--- config.mk ---
export PLATFORM = sky130hd
export DESIGN_NAME = reg_spill
export DESIGN_NICKNAME = d
export VERILOG_FILES = /design/src/rtl/reg_spill.sv
export SDC_FILE = /design/constraint.sdc
export NUM_CORES = 1
export LEC_CHECK = 0
export ABC_AREA = 1
export CAP_MARGIN = 20
export CORE_UTILIZATION = 54
export DETAILED_ROUTE_END_ITERATION = 8
export PLACE_DENSITY = 0.88
export SYNTH_ARGS = -nofsm -noshare
export SYNTH_HDL_FRONTEND = slang
export SYNTH_SLANG_ARGS = --single-unit
--- constraint.sdc ---
create_clock -name clk -period 3.9 [get_ports clk]
set_input_delay 0.975 -clock clk [delete_from_list [all_inputs] [get_ports clk]]
set_output_delay 0.975 -clock clk [all_outputs]
set_load 0.02 [all_outputs]
--- src/rtl/reg_spill.sv ---
// reg_spill: register save/restore engine.
// Pushes a, b, c, d (plus ix, iy when REG_SPILL_IDX_EN is defined) below sp
// through one regfile read port and one memory port, or pops them back
// through one regfile write port, then writes the updated sp.
//
// Build option: REG_SPILL_IDX_EN -- include ix (5) and iy (6) in the set.
//
// state  | meaning
// -------+-------------------------------------------------------------
// IDLE   | waiting for start_save / start_restore (save wins a tie)
// SP_RD  | read sp from the regfile into ptr
// RD     | save: read register k, pre-decrement ptr
// WR     | save: write register k to mem[ptr], hold until ack
// MEM    | restore: read mem[ptr], hold until ack, capture data
// WB     | restore: write captured data to register k, post-increment ptr
// SP_WB  | write ptr back to sp
// DONE   | one-cycle completion pulse, starts ignored

module reg_spill #(
  parameter logic [3:0]  SP_SEL    = 4'b0111,
  parameter logic [15:0] WORD_STEP = 16'd1
) (
  input  logic        clk,
  input  logic        rst,
  input  logic        start_save,
  input  logic        start_restore,
  output logic        busy,
  output logic        done,
  output logic [3:0]  rf_out_sel,
  input  logic [15:0] rf_out_data,
  output logic [3:0]  rf_in_sel,
  output logic [15:0] rf_in_data,
  output logic        mem_req,
  output logic        mem_we,
  output logic [15:0] mem_addr,
  output logic [15:0] mem_wdata,
  input  logic [15:0] mem_rdata,
  input  logic        mem_ack
);

`ifdef REG_SPILL_IDX_EN
  localparam logic [2:0] NREG = 3'd6;
`else
  localparam logic [2:0] NREG = 3'd4;
`endif

  localparam logic [2:0] S_IDLE  = 3'd0;
  localparam logic [2:0] S_SP_RD = 3'd1;
  localparam logic [2:0] S_RD    = 3'd2;
  localparam logic [2:0] S_WR    = 3'd3;
  localparam logic [2:0] S_MEM   = 3'd4;
  localparam logic [2:0] S_WB    = 3'd5;
  localparam logic [2:0] S_SP_WB = 3'd6;
  localparam logic [2:0] S_DONE  = 3'd7;

  logic [2:0]  state;
  logic [2:0]  state_nxt;
  logic        op_rest;
  logic [2:0]  remain;
  logic [15:0] ptr;
  logic [15:0] wdata;
  logic [15:0] rdata;
  logic [3:0]  cur_sel;
  logic        last;
  logic        xfer;

  // Register select for the current slot: save walks a upward, restore walks
  // from the last register down to a, both driven by the same down-counter.
  always_comb begin
    cur_sel = 4'd0;
    if (op_rest) begin
      cur_sel = {1'b0, remain};
    end else begin
      cur_sel = {1'b0, NREG} + 4'd1 - {1'b0, remain};
    end
  end

  assign last = (remain == 3'd1);
  assign xfer = mem_req && mem_ack;

  // Next-state decode.
  always_comb begin
    state_nxt = state;
    case (state)
      S_IDLE: begin
        if (start_save || start_restore) begin
          state_nxt = S_SP_RD;
        end
      end
      S_SP_RD: begin
        state_nxt = op_rest ? S_MEM : S_RD;
      end
      S_RD: begin
        state_nxt = S_WR;
      end
      S_WR: begin
        if (mem_ack) begin
          state_nxt = last ? S_SP_WB : S_RD;
        end
      end
      S_MEM: begin
        if (mem_ack) begin
          state_nxt = S_WB;
        end
      end
      S_WB: begin
        state_nxt = last ? S_SP_WB : S_MEM;
      end
      S_SP_WB: begin
        state_nxt = S_DONE;
      end
      default: begin
        state_nxt = S_IDLE;
      end
    endcase
  end

  // State register and operation direction.
  always_ff @(posedge clk or posedge rst) begin
    if (rst) begin
      state   <= S_IDLE;
      op_rest <= 1'b0;
    end else begin
      state <= state_nxt;
      if (state == S_IDLE && (start_save || start_restore)) begin
        op_rest <= !start_save;
      end
    end
  end

  // Slot down-counter: loaded with the register count, terminal at 1.
  always_ff @(posedge clk or posedge rst) begin
    if (rst) begin
      remain <= 3'd0;
    end else if (state == S_SP_RD) begin
      remain <= NREG;
    end else if ((state == S_WR && mem_ack) || state == S_WB) begin
      remain <= remain - 3'd1;
    end
  end

  // Stack pointer working copy: pre-decrement on push, post-increment on pop.
  always_ff @(posedge clk or posedge rst) begin
    if (rst) begin
      ptr <= 16'd0;
    end else begin
      case (state)
        S_SP_RD: ptr <= rf_out_data;
        S_RD:    ptr <= ptr - WORD_STEP;
        S_WB:    ptr <= ptr + WORD_STEP;
        default: ptr <= ptr;
      endcase
    end
  end

  // Data holding registers for the write and read paths.
  always_ff @(posedge clk or posedge rst) begin
    if (rst) begin
      wdata <= 16'd0;
      rdata <= 16'd0;
    end else begin
      if (state == S_RD) begin
        wdata <= rf_out_data;
      end
      if (state == S_MEM && xfer) begin
        rdata <= mem_rdata;
      end
    end
  end

  // Output decode purely from registered state, so reset clears it at once.
  always_comb begin
    busy       = (state != S_IDLE) && (state != S_DONE);
    done       = (state == S_DONE);
    rf_out_sel = 4'd0;
    rf_in_sel  = 4'd0;
    rf_in_data = 16'd0;
    mem_req    = 1'b0;
    mem_we     = 1'b0;
    mem_addr   = 16'd0;
    mem_wdata  = 16'd0;
    case (state)
      S_SP_RD: rf_out_sel = SP_SEL;
      S_RD:    rf_out_sel = cur_sel;
      S_WR: begin
        mem_req   = 1'b1;
        mem_we    = 1'b1;
        mem_addr  = ptr;
        mem_wdata = wdata;
      end
      S_MEM: begin
        mem_req  = 1'b1;
        mem_addr = ptr;
      end
      S_WB: begin
        rf_in_sel  = cur_sel;
        rf_in_data = rdata;
      end
      S_SP_WB: begin
        rf_in_sel  = SP_SEL;
        rf_in_data = ptr;
      end
      default: begin
        rf_out_sel = 4'd0;
      end
    endcase
  end

`ifndef SYNTHESIS
  // A pending memory request must not change until it is acknowledged.
  a_req_hold: assert property (@(posedge clk) disable iff (rst)
    (mem_req && !mem_ack) |=> (mem_req && $stable(mem_addr) && $stable(mem_we) && $stable(mem_wdata)));

  // Never write the regfile and access memory in the same cycle.
  a_excl: assert property (@(posedge clk) disable iff (rst)
    !(mem_req && (rf_in_sel != 4'd0)));
`endif

endmodule

[Word level (Yosys, flattened, before mapping)]
Cells that the tools add are included.
Storage, ports and cells
  bits in registers: 55
  output and inout bits: 60
  word-level logic and storage cells: 54
  input port bits: 37
Cells by class
  reduce and logical (&&, ||, !) cells: 14
  multiplexer cells: 18
  equality and inequality tests: 12
  $add $sub $neg: 4
Operators with widths (number)
  16-bit one-hot mux with 3 select lines: 1
  16-bit two-way mux: 2
  16-bit one-hot mux with 2 select lines: 1
  3-bit two-way mux: 7
  3-bit one-hot mux with 7 select lines: 1
  16-bit by 1-bit adder with 16-bit output, second input constant: 1
  4-bit one-hot mux with 2 select lines: 2
  16-bit by 1-bit subtractor with 16-bit output, second input constant: 1
  3-bit == test, second input constant: 4
  3-bit by 1-bit == test with 1-bit output, second input constant: 2
  3-bit by 2-bit == test with 1-bit output, second input constant: 2
  3-bit nonzero test: 2
  1-bit logical AND: 5
  4-bit two-way mux: 1
  2-bit != test, second input constant: 2
  3-bit by 3-bit subtractor with 4-bit output, first input constant: 1
  3-bit logical NOT: 1
  3-bit != test, second input constant: 1
  3-bit AND reduction: 1
  3-bit by 1-bit subtractor with 3-bit output, second input constant: 1
  1-bit logical OR: 2
  1-bit two-way mux: 2
  2-bit two-way mux: 1
  2-bit by 1-bit != test with 1-bit output, second input constant: 1
  3 further kinds: 3

[Longest topological paths before layout]
  depth in word-level cells: 5
  depth in mapped cells: 16

[Least setup slack after synthesis]
Ideal clock, no wire load.
  kind: register -> output
  from: reg state[1]
  to: out rf_in_sel[0]
  slack: 1.481 ns
  path buffers: 1
  cell stages (with the launch flop): 7
  required time: 2.925 ns
  data arrival time: 1.444 ns
  path through: dfrtp_1 > inv_1 > nand2_1 > nor2_4 > buf_6 > inv_4 > o21ai_0
Between the ends
  cells in the longest elaborated chain, start to end: 2
  elaborated cells between the ends (all ways): 3
  classes of those cells: eq/ne (2); mux (1)
RTL lines
  start, declared: RTL line 56  | logic [2:0] state;
  start signal, assigned: RTL line 124  | state <= state_nxt;
  3-bit == test: RTL line 182  | case (state)
  4-bit one-hot mux with 2 select lines (*): RTL line 182
  end, declared: RTL line 31  | output logic [3:0] rf_in_sel,
Mark *: on every way between the ends. The rest lies on a longest branch, timed or not.

[Worst setup path after layout]
  from: reg state[0]
  to: out rf_in_data[4]
Between the ends
  cells in the longest elaborated chain, start to end: 2
  elaborated cells between the ends (all ways): 3
  classes of those cells: eq/ne (2); mux (1)
RTL lines
  3-bit == test: RTL line 182
  16-bit one-hot mux with 2 select lines (*): RTL line 182
  end, declared: RTL line 32  | output logic [15:0] rf_in_data,
Marked as above.

==> results_dict.tcl <==
set metrics [dict create \
    status "finished clean" \
    cts_root_buffer "clkbuf_8" \
    routed_via_density 5.13 \
    start_util_pct 56.1 \
    antenna_found_initial 0 \
    synth_cell_type_count 36 \
    wirelength_um 10100 \
    die_area_um2 7440 \
    synthCells 545 \
    io_pins 97 \
    drtIter0Drc 194 \
    setup-tns-final_ns 0 \
    clockBufferDepth 2 \
    hold_buffers 0 \
    critPathLaunchType "register" \
    synth_top_cell_by_area "dfrtp_1" \
    grt_setup_unrepaired "false" \
    fp.coreArea_um2 6830 \
    fp.dieW_um 86.2 \
    port_buffers 96 \
    grt_max_degree 42 \
    skew_ns 0.00902 \
    clock-sinks 55 \
    num_vias 3767 \
    synth_area_leaders "dfrtp_1 (36%), nand2_1 (15%), inv_1 (9.3%)" \
    postCtsResizedCells 0 \
    wl_met3_um 458 \
    setup_violations 0 \
    fillers 551 \
    final_common_cell "nand2_1" \
    cts_tree "done" \
    wl_met2_um 4760 \
    wl_per_cell_um 13.7 \
    post-route-min-period_ns 3.36 \
    drive_gt1_share_pct 7.21 \
    cts_setup_buffers 0 \
    synth-seq-cells 55 \
    crit_fanout 20 \
    fmax_ghz 0.298 \
    synth_top_area_share_pct 35.9 \
    routed.top_layer "met4" \
    dieHeight_um 86.2 \
    drc 0 \
    grt_pass1_vias 3728 \
    vdd_drop_max_uv 518 \
    synth_warnings 0 \
    postRouteAntennaNets 0 \
    h-tree-depth 2 \
    synth_nets 602 \
    fin_nets 694 \
    clk_latency_ns 0.32 \
    insertedDiodeCount 0 \
    hold_viol_final 0 \
    area_growth_pct 29.1 \
    grt-ovfl-total 0 \
    synthesis.area_um2 3830 \
    ys_seq_area_share_pct 35.9 \
    p_leak_uw 0.00251 \
    finalCritPeriodShare_pct 86.1 \
    relSlewSlack_pct 50.0 \
    most-common-layout-cells "nand2_1 (153), clkdlybuf4s50_1 (96), inv_1 (94)" \
    power_per_cell_area_nw_per_um2 966 \
    slew_violations 0 \
    syn_area_per_cell_um2 7.03 \
    utilization_pct 72.4 \
    cts_buffers 5 \
    grt_usage_pct 28.6 \
    num_rows 30 \
    cp_data_required_time_ns 2.92 \
    drtPass1Iterations 5 \
    cp-end-kind "output pin" \
    min_path_type "reg2reg" \
    finalWeightedCongestion 0.883 \
    grt_pass1_wl_um 16700 \
    drv_cap 0 \
    worstMarginPinSlew_ns 0.749 \
    worstPathArrival_ns 2.38 \
    path_clk_slew_ns 0.10 \
    drt-met1-wl_um 4420 \
    worstSetupPathType "reg2out" \
    dpl.hpwl_um 7650 \
]
==> sequential cells by signal, indices dropped and copies added, names as in the netlist <==
name / count
ptr: 16
rdata: 16
wdata: 16
remain: 3
state: 3
op_rest: 1
==> area by class of cell <==
| type | count | area, um^2 | area share (%) |
|---|---|---|---|
| Timing Repair Buffer | 99 | 983 | 19.9 |
| Clock buffer | 6 | 82.6 | 1.67 |
| Inverter | 103 | 392 | 7.92 |
| Tap cell | 96 | 120 | 2.43 |
| Sequential cell | 55 | 1380 | 27.8 |
| Multi-Input combinational cell | 373 | 1980 | 39.9 |
| Clock inverter | 2 | 16.3 | 0.329 |
==> final timing paths <==
kind | cells past startpoint | slack (ns) | from | to
max | 4 | 0.54 | state[0]$_DFFE_PP0P_ | rf_in_data[4]
min | 1 | 0.52 | rdata[3]$_DFFE_PP0P_ | rdata[3]$_DFFE_PP0P_
max reg2reg | 14 | 1.24 | state[1]$_DFFE_PP0P_ | ptr[13]$_DFFE_PP0P_
min reg2reg | 1 | 0.52 | rdata[3]$_DFFE_PP0P_ | rdata[3]$_DFFE_PP0P_
max in group asynchronous | 3 | 2.13 | rst | rdata[15]$_DFFE_PP0P_
min in group asynchronous | 2 | 0.92 | rst | wdata[8]$_DFFE_PP0P_
==> through the flow <==
step                total power (uW)  hold slack (ns)  cells  worst slack [ns]  cell area, um^2
floorplan                       3430            0.471    545              1.48             3830
global placement                4300            0.491    726             0.994             4850
detailed placement              4390            0.493    726             0.926             4850
CTS                             4770            0.523    734             0.567             4950
global route                    5240            0.537    734             0.400             4950
finish                          4780            0.523    734             0.541             4950
==> power breakdown <==
group	leakage, uW	total, uW	internal, uW	switching (uW)
Clock	0.0000474	347	146	202
Combinational	0.00180	3380	1290	2090
Sequential	0.000663	1050	864	182
Total	0.00251	4780	2300	2470
==> per-layer routing <==
metal | global-route usage [%] | up-vias
met1 | 36.7 | 1731
met4 | 14.5 | 0
met2 | 48.1 | 123
li1 | - | 1885
met5 | 0 | -
met3 | 3.24 | 28
==> cells in the mapped netlist <==
cell	number
a31oi_1	1
buf_6	3
o22ai_1	4
xor2_1	3
xnor2_1	1
nor2_4	3
nor3_1	5
nand3_1	30
nand2_1	153
inv_2	6
o21ai_0	50
dfrtp_1	55
o211ai_1	4
a22oi_1	1
ha_1	19
a211oi_1	1
nand3b_1	1
buf_4	3
nor2_2	3
fa_1	1
a21oi_1	9
inv_1	95
nor2_1	51
nand4_1	3
buf_2	1
o2bb2ai_1	1
o21ai_1	9
nand2_2	1
buf_1	1
o21ai_2	1
nand2_4	1
or2_2	2
inv_4	2
mux2_2	7
mux2_4	8
clkbuf_1	6
==> worst max-delay path: stages, from the launching register on <==
cell	delay, ns
dfrtp_1	0.44
inv_1	0.10
nand3_1	0.47
o21ai_0	0.40
clkdlybuf4s50_1	0.65
==> logic make-up after synthesis <==
logic type | after synthesis | synth area share, %
muxes | 15 | 5.19
buffers and inverters | 117 | 12.5
and+or+nand+nor | 253 | 27.4
adders and majority gates | 20 | 6.73
AOI/OAI and AO/OA | 81 | 11.3
DFF | 55 | 35.9
xor gates and xnor gates | 4 | 0.915
(Power assumes the default switching activity.)
